==> config.mk <==
export PLATFORM = sky130hd
export DESIGN_NAME = exec_alu_unit
export DESIGN_NICKNAME = d
export VERILOG_FILES = /design/src/rtl/exec_alu_unit.sv
export SDC_FILE = /design/constraint.sdc
export NUM_CORES = 1
export LEC_CHECK = 0
export BUFFER_PORTS_ARGS = -buffer_cell sky130_fd_sc_hd__buf_4
export CAP_MARGIN = 20
export CORE_MARGIN = 2
export CORE_UTILIZATION = 50
export CTS_BUF_LIST = sky130_fd_sc_hd__clkbuf_2 sky130_fd_sc_hd__clkbuf_4 sky130_fd_sc_hd__clkbuf_8
export CTS_CLUSTER_SIZE = 30
export DETAILED_ROUTE_END_ITERATION = 12
export PLACE_DENSITY = 0.82
export SYNTH_ARGS = -nofsm -noshare
export SYNTH_HDL_FRONTEND = slang
export SYNTH_SLANG_ARGS = --single-unit
==> constraint.sdc <==
create_clock -name clk -period 8.6 [get_ports clk]
set_input_delay 1.29 -clock clk [delete_from_list [all_inputs] [get_ports clk]]
set_output_delay 1.29 -clock clk [all_outputs]
set_load 0.02 [all_outputs]
==> src/rtl/exec_alu_unit.sv <==
// Execute stage of the MIPS-lite core: ALU control decode, 32-bit ALU with flags,
// PC+4 / branch-target adders and a V/Z/N status register. Define ALU_NOR_EN to enable NOR.
module exec_alu_unit #(
  parameter logic [31:0] PC_STEP = 32'd4
) (
  input  logic        clk,
  input  logic        rst_n,
  input  logic        aluop1,
  input  logic        aluop0,
  input  logic [3:0]  funct,
  input  logic [31:0] a,
  input  logic [31:0] b,
  input  logic        flag_en,
  input  logic [31:0] pc,
  input  logic [15:0] offset,
  output logic [2:0]  gout,
  output logic [31:0] alu_result,
  output logic        zout,
  output logic        vout,
  output logic        nout,
  output logic        v_flag,
  output logic        z_flag,
  output logic        n_flag,
  output logic [31:0] pc_plus4,
  output logic [31:0] branch_target
);

  localparam logic [2:0] OP_AND = 3'b000;
  localparam logic [2:0] OP_OR  = 3'b001;
  localparam logic [2:0] OP_ADD = 3'b010;
  localparam logic [2:0] OP_SUB = 3'b110;
  localparam logic [2:0] OP_SLT = 3'b111;
  localparam logic [2:0] OP_NOR = 3'b100;

  logic [31:0] sum;
  logic [31:0] diff;
  logic        add_ovf;
  logic        sub_ovf;
  logic        less;

  always_comb begin
    gout = OP_ADD;
    unique case ({aluop1, aluop0})
      2'b00: gout = OP_ADD;
      2'b01: gout = OP_SUB;
      2'b11: gout = OP_OR;
      2'b10: begin
        case (funct)
          4'b0000: gout = OP_ADD;
          4'b0010: gout = OP_SUB;
          4'b0100: gout = OP_AND;
          4'b0101: gout = OP_OR;
          4'b1010: gout = OP_SLT;
`ifdef ALU_NOR_EN
          4'b0111: gout = OP_NOR;
`endif
          default: gout = OP_ADD;
        endcase
      end
      default: gout = OP_ADD;
    endcase
  end

  assign sum     = a + b;
  assign diff    = a - b;
  assign add_ovf = (a[31] == b[31]) && (sum[31] != a[31]);
  assign sub_ovf = (a[31] != b[31]) && (diff[31] != a[31]);
  // Signed less-than from the subtraction stays correct when a - b overflows.
  assign less    = diff[31] ^ sub_ovf;

  always_comb begin
    alu_result = 32'd0;
    vout       = 1'b0;
    case (gout)
      OP_AND: alu_result = a & b;
      OP_OR:  alu_result = a | b;
      OP_ADD: begin
        alu_result = sum;
        vout       = add_ovf;
      end
      OP_SUB: begin
        alu_result = diff;
        vout       = sub_ovf;
      end
      OP_SLT: alu_result = {31'd0, less};
`ifdef ALU_NOR_EN
      OP_NOR: alu_result = ~(a | b);
`endif
      default: alu_result = 32'd0;
    endcase
  end

  assign zout = (alu_result == 32'd0);
  assign nout = alu_result[31];

  always_ff @(posedge clk or negedge rst_n) begin
    if (!rst_n) begin
      v_flag <= 1'b0;
      z_flag <= 1'b0;
      n_flag <= 1'b0;
    end else if (flag_en) begin
      v_flag <= vout;
      z_flag <= zout;
      n_flag <= nout;
    end
  end

  assign pc_plus4      = pc + PC_STEP;
  assign branch_target = pc_plus4 + {{14{offset[15]}}, offset, 2'b00};

endmodule

==> metrics.md <==
| Metric | Value |
|---|---|
| Mean Syn Cell Area | around 6.7 um2 |
| Global-route wire length before repair | 39960 um |
| Die X | between 100 and 150 um |
| DIE HEIGHT | about 130 um |
| I/O Pins | about 230 |
| Max-slew headroom | 17.83% |
| DR iter-0 viols | 740 |
| Net Switching | between 0.0004 and 0.0005 W |
| Area Growth Syn to Fin | 25.11% |
| Post-DR wirelength/cell | around 17 um |
| Setup Fix Bufs, Post-CTS | 0 |
| Antenna Cells | 0 |
| TNS Setup | 0 ps |
| Switching share of total power | 56.30% |
| Port bufs | 219 |
| Critical Path Sink Type | primary output |
| Peak supply drop | ~0.000047 V |
| GRT overflow | 0 |
| DRT Pass-1 Iters | 5 |
| Root buffer cell | clkbuf_8 |
| Fin nets | between 1500 and 2000 |
| Die ar. | 15800 um2 |
| Vias | 9158 |
| Initial Util | about half |
| Clock tree buffer depth | 2 |
| Post-Route WL | roughly 25000 um |
| Via density | 6.209 |
| Hold/Removal Path Class | reg2reg |
| DRC | 0 |
| Register share of total power | under 10% |
| Commonest non-fill, non-tap cell in the layout | buf_4 |
| Critical-path top delay cell | or4_1 |
| Filler cells | about 1400 |
| Total power | between 0.0008 and 0.0009 W |
| Routability cong. | roughly 1 |
| DPL Wire Length | about 21000 um |
| Core Box Area | ~14000 um2 |
| Gate power share | around 93% |
| FF+latch count, synth | 3 |
| Most used DFF post-synth | dfrtp_1 |
| Minimum clock period | roughly 8000 ps |
| # rows | 44 |
| Num CTS Buffers | 3 |
| Setup CP Type | in2out |
| H-tree levels | 1 |
| Final setup violation count | 0 |
| GR peak layer | met2 |
| Sequential-to-total area share from yosys stat | a little over 1% |
| Worst-Margin Slew | between 1000 and 1500 ps |
| Syn Std Cell Area | between 7000 and 8000 um2 |
| Arrival time at the worst endpoint | just under 7000 ps |
| Antenna violations before repair | 0 |
| Status | completed |
| GRT met1 Usage | 38.36% |
| Remaining antenna violation count after routing | 0 |
| TritonCTS clock tree | yes |
| Startpoint types | primary input |
| RSZ-0062 raised after global routing | no |
| Post-Syn Nets | 1360 |
| Met2 GRT Util | between 50% and 60% |
| EDFF count, synth | 0 |
| Critical Path, Cell by Cell | buf_4 > inv_1 > ha_1 > nor3_2 > o311ai_0 > a211oi_1 > o21bai_1 > o211ai_1 > a211oi_1 > o21ai_0 > a21oi_1 > fa_1 > and4b_1 > a21oi_1 > o32ai_1 > a211o_1 > or4_1 > or4_1 > or4_1 > nor4_2 > nand4bb_1 > nor4_2 > buf_4 |
| Clk pwr share | 5.3% |
| Max Fclk | 0.1224 GHz |
| Required time of the critical path | 7310 ps |
| Asr flop ratio synth | 100.0% |
| Yosys warning count | 0 |
| Final worst path period share | 95.03% |
| Pwr dens | between 90 and 100 nW/um2 |
| Commonest non-fill, non-tap cells in the layout | buf_4 (234), ha_1 (133), inv_1 (113) |
| All-layer global routing usage | about 29% |
| Largest net degree at the start of global routing | 31 |
| Number of global-route vias before repair | around 8500 |
| CTS clock-pin slew for the worst setup and hold paths | about 30 ps |
| Internal Pwr Total | 0.0003662 W |
| Synthesized instance count | 1102 |
| Post-synth cell types | 79 |
| Max_cap viols | 0 |
| CP most frequent cell | or4_1 |
| Final hold violations | 0 |
| LEAKAGE | roughly 4.6 nW |
| Later-pin clock latency in the skew report | around 210 ps |
| Skew final | 0 ps |
| GR Util met3 | around 3.0% |
| Clock Sinks | 3 |
| Share of cells above drive strength 1 | approximately a fifth |
| Crit path max fanout | 9 |
| Slew Limit Fails | 0 |
| Delay of the slowest critical-path stage | between 500 and 600 ps |
==> metal layers <==
metal,routed length (um),vias to the layer above
li1,-,4399
met3,2228,67
met5,0,-
met4,678,0
met2,11940,519
met1,10390,4173
==> layout make-up <==
class / instances / area (um2) / share of cell area [%]
multi-input combinational: 936 / 6725 / 72.60
timing repair buffer: 234 / 1757 / 18.96
inverter: 114 / 427.9 / 4.619
tap: 184 / 230.2 / 2.485
sequential: 3 / 75.07 / 0.8104
clock buffer: 4 / 48.80 / 0.5267
==> synth_stat cells (all sizes together), types with 5 or more instances <==
cell	count	area share, %
o31a	6	0.71
o21ai	67	4.5
nand4	19	1.6
nor3	20	1.4
o2111ai	6	0.71
a21o	28	2.8
a211o	11	1.3
a2111oi	5	0.59
nor2	99	5.0
xor2	20	2.4
nor2b	18	1.5
nand2	83	4.2
and2	6	0.51
nand3	28	1.9
a31oi	11	0.93
mux2i	9	1.2
clkbuf	37	1.9
inv	113	5.7
xnor2	43	5.1
o21a	10	1.0
a21oi	106	7.2
nor4	14	1.3
o31ai	17	1.7
o211a	6	0.81
o21bai	12	1.2
nand2b	7	0.59
or3	6	0.51
a211oi	17	1.7
a221oi	10	1.2
or4	8	0.81
buf	12	1.0
a221o	6	0.81
o211ai	15	1.5
and3	12	1.0
ha	133	22
==> critical path, delay by kind of cell <==
kind / cells / cell delay (ps)
AOI/OAI and AO/OA: 10 / 2070
buffers and inverters: 3 / 320
adders and majority gates: 2 / 760
and+or+nand+nor: 8 / 2420
==> power groups by stage <==
| stage | registers, W | logic [W] | clock network [W] |
|---|---|---|---|
| after floorplan | 0.0000194 | 0.000478 | 0 |
| after global placement | 0.0000169 | 0.000748 | 0 |
| after detailed placement | 0.0000171 | 0.000758 | 0 |
| after CTS | 0.0000169 | 0.000761 | 0.0000456 |
| after global routing | 0.0000171 | 0.000831 | 0.0000467 |
| final | 0.0000169 | 0.000777 | 0.0000447 |
==> timing repair <==
item | CTS | global route
endpoints found under the setup margin | 0 | 1
endpoints found under the hold margin | 0 | 0
resized for setup | 0 | 3
hold buffers | 0 | 0
==> cells by family after synthesis <==
family / Yosys count / synth area share, %
and+or+nand+nor: 344 / 23.12
muxes: 12 / 1.673
adders and majority gates: 137 / 23.56
DFF: 3 / 1.014
AOI/OAI and AO/OA: 380 / 34.49
buffers and inverters: 163 / 8.702
xor gates and xnor gates: 63 / 7.452
==> flip-flops by register name (all words and copies together), names as in the netlist <==
register,flops
n_flag,1
v_flag,1
z_flag,1
==> path summary, 6_finish.rpt <==
check | end | slack [ps] | cells after the start | startpoint
max | zout | 430 | 23 | a[2]
min | v_flag | 500 | 1 | v_flag
max reg2reg | n_flag | 7840 | 1 | n_flag
min reg2reg | v_flag | 500 | 1 | v_flag
max in group asynchronous | n_flag | 7640 | 1 | rst_n
min in group asynchronous | v_flag | 860 | 1 | rst_n
==> through the flow <==
stage               utilization [%]  hold slack [ps]  setup WS [ps]  std cells  cell area [um2]
floorplan                         -            635.9          930.8       1102             7405
global placement              63.52            489.4          579.0       1471             9198
detailed placement            63.52            499.1          319.3       1471             9198
CTS                           63.86            506.6          303.1       1475             9246
global route                  63.98            515.0          73.02       1475             9264
finish                        63.98            503.0          427.0       1475             9264
Power figures use the tool's default switching activity.
